File: config.mk
export PLATFORM = sky130hd
export DESIGN_NAME = pgm_sched
export DESIGN_NICKNAME = d
export VERILOG_FILES = /design/src/rtl/pgm_sched_pkg.sv /design/src/rtl/pgm_sched_gap_cnt.sv /design/src/rtl/pgm_sched.sv
export SDC_FILE = /design/constraint.sdc
export NUM_CORES = 1
export LEC_CHECK = 0
export ABC_AREA = 1
export CORE_MARGIN = 2
export CORE_UTILIZATION = 45
export DETAILED_ROUTE_END_ITERATION = 6
export GPL_TIMING_DRIVEN = 0
export PLACE_DENSITY = 0.86
export SLEW_MARGIN = 10
export SYNTH_ARGS = -nofsm -noshare
export SYNTH_HDL_FRONTEND = slang
export SYNTH_SLANG_ARGS = --single-unit
File: constraint.sdc
create_clock -name clk -period 18.25 [get_ports clk]
set_input_delay 4.5625 -clock clk [delete_from_list [all_inputs] [get_ports clk]]
set_output_delay 4.5625 -clock clk [all_outputs]
set_load 0.005 [all_outputs]
File: src/rtl/pgm_sched_pkg.sv
// Shared constants for the packet-generator replay scheduler.
// Holds state encoding, word tags, RAM geometry and small helpers.
package pgm_sched_pkg;

  localparam int RAM_DEPTH = 128;
  localparam int RAM_W     = 144;
  localparam int ADDR_W    = 7;
  localparam int OUT_W     = 134;

  localparam logic [1:0] S_IDLE  = 2'd0;
  localparam logic [1:0] S_READ  = 2'd1;
  localparam logic [1:0] S_GAP   = 2'd2;
  localparam logic [1:0] S_DRAIN = 2'd3;

  localparam logic [1:0] TAG_HEAD = 2'b01;
  localparam logic [1:0] TAG_BODY = 2'b11;
  localparam logic [1:0] TAG_TAIL = 2'b10;

  // The tail tag wins so a single-word packet still closes.
  function automatic logic [1:0] word_tag(
    input logic [ADDR_W-1:0] addr,
    input logic [ADDR_W-1:0] last
  );
    logic [1:0] t;
    if (addr == last)
      t = TAG_TAIL;
    else if (addr == '0)
      t = TAG_HEAD;
    else
      t = TAG_BODY;
    return t;
  endfunction

  function automatic logic [31:0] sat_inc(input logic [31:0] v);
    return (v == 32'hFFFF_FFFF) ? v : v + 32'd1;
  endfunction

endpackage

File: src/rtl/pgm_sched_gap_cnt.sv
// Inter-packet gap counter: load, decrement to zero, zero flag.
// Stops at zero so a held gap never underflows.
module pgm_gap_cnt #(
  parameter int W = 16
) (
  input  logic         clk,
  input  logic         rst,
  input  logic         load,
  input  logic [W-1:0] load_val,
  input  logic         dec,
  output logic         zero
);

  logic [W-1:0] cnt;

  always_ff @(posedge clk or posedge rst) begin
    if (rst)
      cnt <= '0;
    else if (load)
      cnt <= load_val;
    else if (dec && cnt != '0)
      cnt <= cnt - W'(1);
  end

  assign zero = (cnt == '0);

endmodule

File: src/rtl/pgm_sched.sv
// Replays a stored packet from RAM, with programmable gap, count,
// stop and downstream back-pressure sampled between packets.
module pgm_sched
  import pgm_sched_pkg::*;
#(
  parameter logic [7:0] LMID  = 8'd62,
  parameter int         GAP_W = 16
) (
  input  logic              clk,
  input  logic              rst,
  input  logic              start,
  input  logic              stop,
  input  logic [ADDR_W-1:0] cfg_last_addr,
  input  logic [31:0]       cfg_pkt_cnt,
  input  logic [GAP_W-1:0]  cfg_gap,
  output logic              ram_rd_en,
  output logic [ADDR_W-1:0] ram_rd_addr,
  input  logic [RAM_W-1:0]  ram_rd_data,
  input  logic              in_alf,
  output logic [OUT_W-1:0]  out_data,
  output logic              out_data_wr,
  output logic              out_valid,
  output logic              out_valid_wr,
  output logic              busy,
  output logic              done,
  output logic [31:0]       sent_cnt
);

  logic [1:0]        state;
  logic [1:0]        state_nx;
  logic [ADDR_W-1:0] addr;
  logic [ADDR_W-1:0] addr_nx;
  logic [ADDR_W-1:0] last_q;
  logic [31:0]       cnt_q;
  logic [31:0]       issued;
  logic [31:0]       issued_nx;
  logic [GAP_W-1:0]  gap_q;
  logic [GAP_W-1:0]  gap_val;
  logic              gap_load;
  logic              gap_dec;
  logic              gap_zero;
  logic              v1;
  logic [1:0]        tag1;
  logic              launch;
  logic              reached_end;
  logic              reached_gap;
  logic              empty;
  logic              unused;

  assign unused = ^{LMID, ram_rd_data[RAM_W-1:OUT_W]};

  assign launch = (state == S_IDLE) && start;

  // Count is tracked on issued packets so the decision is ready
  // before the tail word has left the output register.
  assign reached_end = (cnt_q != '0) && (issued + 32'd1 == cnt_q);
  assign reached_gap = (cnt_q != '0) && (issued == cnt_q);
  assign empty       = !v1 && !out_data_wr;

  always_comb begin
    state_nx  = state;
    addr_nx   = addr;
    issued_nx = issued;
    gap_load  = 1'b0;
    gap_val   = '0;
    unique case (state)
      S_IDLE: begin
        if (start) begin
          addr_nx   = '0;
          issued_nx = '0;
          if (in_alf) begin
            state_nx = S_GAP;
            gap_load = 1'b1;
          end else begin
            state_nx = S_READ;
          end
        end
      end
      S_READ: begin
        if (addr == last_q) begin
          addr_nx   = '0;
          issued_nx = issued + 32'd1;
          if (stop) begin
            state_nx = S_DRAIN;
          end else if (gap_q == '0 && !in_alf) begin
            state_nx = reached_end ? S_DRAIN : S_READ;
          end else begin
            state_nx = S_GAP;
            gap_load = 1'b1;
            if (gap_q != '0)
              gap_val = gap_q - GAP_W'(1);
          end
        end else begin
          addr_nx = addr + ADDR_W'(1);
        end
      end
      S_GAP: begin
        if (stop)
          state_nx = S_DRAIN;
        else if (gap_zero && reached_gap)
          state_nx = S_DRAIN;
        else if (gap_zero && !in_alf)
          state_nx = S_READ;
      end
      S_DRAIN: begin
        if (empty)
          state_nx = S_IDLE;
      end
      default: state_nx = S_IDLE;
    endcase
  end

  assign gap_dec = (state == S_GAP) && !gap_zero;

  pgm_gap_cnt #(
    .W(GAP_W)
  ) u_gap (
    .clk      (clk),
    .rst      (rst),
    .load     (gap_load),
    .load_val (gap_val),
    .dec      (gap_dec),
    .zero     (gap_zero)
  );

  always_ff @(posedge clk or posedge rst) begin
    if (rst) begin
      state  <= S_IDLE;
      addr   <= '0;
      issued <= '0;
    end else begin
      state  <= state_nx;
      addr   <= addr_nx;
      issued <= issued_nx;
    end
  end

  always_ff @(posedge clk or posedge rst) begin
    if (rst) begin
      last_q <= '0;
      cnt_q  <= '0;
      gap_q  <= '0;
    end else if (launch) begin
      last_q <= cfg_last_addr;
      cnt_q  <= cfg_pkt_cnt;
      gap_q  <= cfg_gap;
    end
  end

  assign ram_rd_en   = (state == S_READ);
  assign ram_rd_addr = addr;

  // Stage 1 tracks the word inside the RAM; stage 2 is the output.
  always_ff @(posedge clk or posedge rst) begin
    if (rst) begin
      v1   <= 1'b0;
      tag1 <= TAG_BODY;
    end else begin
      v1   <= ram_rd_en;
      tag1 <= word_tag(addr, last_q);
    end
  end

  always_ff @(posedge clk or posedge rst) begin
    if (rst) begin
      out_data     <= '0;
      out_data_wr  <= 1'b0;
      out_valid    <= 1'b0;
      out_valid_wr <= 1'b0;
    end else begin
      out_data_wr  <= v1;
      out_valid    <= v1 && (tag1 == TAG_TAIL);
      out_valid_wr <= v1 && (tag1 == TAG_TAIL);
      if (v1)
        out_data <= ram_rd_data[OUT_W-1:0];
    end
  end

  always_ff @(posedge clk or posedge rst) begin
    if (rst)
      sent_cnt <= '0;
    else if (launch)
      sent_cnt <= '0;
    else if (out_valid_wr)
      sent_cnt <= sat_inc(sent_cnt);
  end

  assign busy = (state != S_IDLE);
  assign done = (state == S_DRAIN) && empty;

endmodule

==> impl_metrics.toml <==
[clock_tree]
clock-sinks = 283
clk_pin_slew_worst_paths_ns = 0.06
cts_buffer_depth = 3
cts-buffers-inserted = 31
htree_levels = 1
post_cts_resized = 0
clock_insertion_delay_worst_skew_ns = 0.58
cts_tree = "yes"
cts_root_buf = "clkbuf_16"
cts_hold_buf = 0
post_cts_buffers = 0

[detailed_routing]
drt-wirelength-per-cell_microns = 19.1
ant_nets = 0
drcViolationCount = 0
finalWirelength_microns = 51100
viasPerCell = 5.33
vias = 14292
drt_iter0_drc = 912
drt-pass1-iter-count = 5

[yosys]
synthDistinctLibCells = 51
synthArstFlopShare_pct = 100
synth_flop_cell = "dfrtp_1"
synth_cells = 1839
synth_edf_count = 0
synth_fp_nets = 2049
yosysWarnings = 0
netlist_area_sq_mm = 0.0144
avgSynthCellArea_sq_um = 7.82
seq_area_frac_synth_pct = 49.2
synth-seq-cells = 283

[place]
gp_congestion = 0.955
detailed_place.area_sq_mm = 0.0187
place_inst = 2615
dp_slack_ns = 11.09
dp.final_hpwl_microns = 38500
portBuffers = 372

[timing]
maxSlewViolCount = 0
holdWs_ns = 0.467
finalCritPeriodShare_pct = 40.3
min_period_ns = 7.35
relSlewSlack_pct = 41.8
hold_viol_final = 0
worst_clock_skew_ns = 0.0267
tightest_slew_ns = 0.869
setup_viol = 0
rsz0062_at_grt = "false"
layout_setup_ws_ns = 10.90
tns_ns = 0
max_freq_mhz = 136

[setup_path]
rr_endpoint = "issued[10]"
worstSetupPathType = "flip-flop to output pin"
arrival_ns = 2.79
cp.required_ns = 13.69
rrSetupSlack_ns = 15.49
crit_fanout = 10
critPathLaunchType = "flip-flop"
endpoint_kind = "output pin"
r2r_start = "state[1]"
rr_worst_depth = 9

[power_and_ir_drop]
p_comb_share_pct = 42.4
powerDensity_mw_per_mm2 = 157
power.total_mw = 3.11
peakVddDrop_v = 0.0000818
seqPwrFrac_pct = 35.4
power_leakage_nw = 9.09
switchingPower_mw = 1.22
intPower_mw = 1.89
clkPwrFrac_pct = 22.2
swShare_pct = 39.2

[cells_and_area]
final_cell_mix = "nand2_1, clkdlybuf4s50_1, dfrtp_1"
mostFrequentLayoutCell = "nand2_1"
postLayoutCellArea_sq_mm = 0.0198
final_cell_count_no_fill = 2681
drive_gt1_share_pct = 5.99
area_delta_synth_final_pct = 37.6
fin_util_pct = 62.8
nNetsFinal = 2456
fill_cells = 2612

[floorplanning]
core-area_sq_mm = 0.0316
pin_count = 383
die_x_microns = 183
die_h_microns = 183
initial_utilization_pct = 45.6
dieArea_sq_mm = 0.0334
rows = 65

[run_status]
outcome = "finished clean"

[grt]
antenna_found_initial = 9
grt_use_total_pct = 29.5
grt_pass1_vias = 14069
overflow = 0
grt_max_degree = 115
grt_pass1_wl_microns = 77400

[worst_hold_path]
whs_path_depth = 2
hp-class = "flip-flop to flip-flop"
min-delay-start = "out_data[120]"
hold_end = "out_data[120]"

[run]
cap_viol_max_count = 0
Yosys cell counts, types with 11 or more instances:
cell type  count  area (sq um)
nand2_1      796          2990
dfrtp_1      281          7030
nor2_1       134           503
inv_1        111           417
nand3_1       68           340
o21ai_0       66           330
xor2_1        65           569
clkbuf_1      39           146
xnor2_1       36           315
nor3_1        27           135
o31ai_1       26           195
nand4_1       25           156
o21ai_1       18          90.1
o22ai_1       13          81.3
nand2_2       11          68.8
nor2_4        11           124
power by group through the flow:
stage	Combinational (mW)	Clock (mW)	Sequential, mW
finish	1.32	0.689	1.10
global route	1.45	0.723	1.13
CTS	1.32	0.695	1.10
detailed placement	1.30	0	1.10
global placement	1.25	0	1.09
floorplan	0.647	0	1.06
per-layer routing:
layer  GRT usage, %  up-vias  part of all wire, %
li1               -     6630                    -
met1           35.9     6881                   39
met2           51.8      621                   49
met3           4.75      160                  6.9
met4           13.5        0                  5.0
met5              0        -                    0
critical path, stage by stage (launching register included):
cell and delay (ns):
dfrtp_1 0.43, clkbuf_1 0.43, clkbuf_1 0.63, nor3_1 0.21, clkdlybuf4s50_1 0.52
state kept, by name, summed over array words and instances, names as in the netlist:
signal	count
out_data_wr	1
out_data	134
out_valid_wr	1
ram_rd_addr	7
gap_q	16
v1	1
last_q	7
sent_cnt	32
tag1	2
state	2
issued	32
cnt_q	32
u_gap.cnt	16
kinds of logic after synthesis:
group	count (synthesis)	synth area share (%)
xor+xnor	101	6.15
fa+ha+maj	6	0.522
mux	2	0.148
simple gates	1115	32.9
compound gates	147	5.97
buf+inv	185	5.07
flops	283	49.2
cell type report:
| cell class | instances | area, sq um | share of cell area (%) |
|---|---|---|---|
| diodes | 9 | 22.5 | 0.114 |
| multi-input cells | 1371 | 6580 | 33.2 |
| flip-flops and latches | 283 | 7080 | 35.8 |
| plain buffers | 60 | 254 | 1.28 |
| clock buffers | 39 | 836 | 4.22 |
| inverters | 125 | 483 | 2.44 |
| clock inverters | 18 | 270 | 1.36 |
| well taps | 402 | 503 | 2.54 |
| repair buffers | 374 | 3780 | 19.1 |
worst max-delay path by stage:
stage | from | endpoint | slack, ns | cells after the start
2_1_floorplan | rst | cnt_q[0] | 5.88 | 1
3_3_place_gp | rst | cnt_q[19] | 2.47 | 2
3_5_place_dp | start | cnt_q[30] | 11.09 | 7
4_1_cts | v1 | done | 10.82 | 4
5_1_grt | v1 | done | 10.71 | 4
6_report | v1 | done | 10.90 | 4
Note: power is estimated with default switching activity, not from simulation.
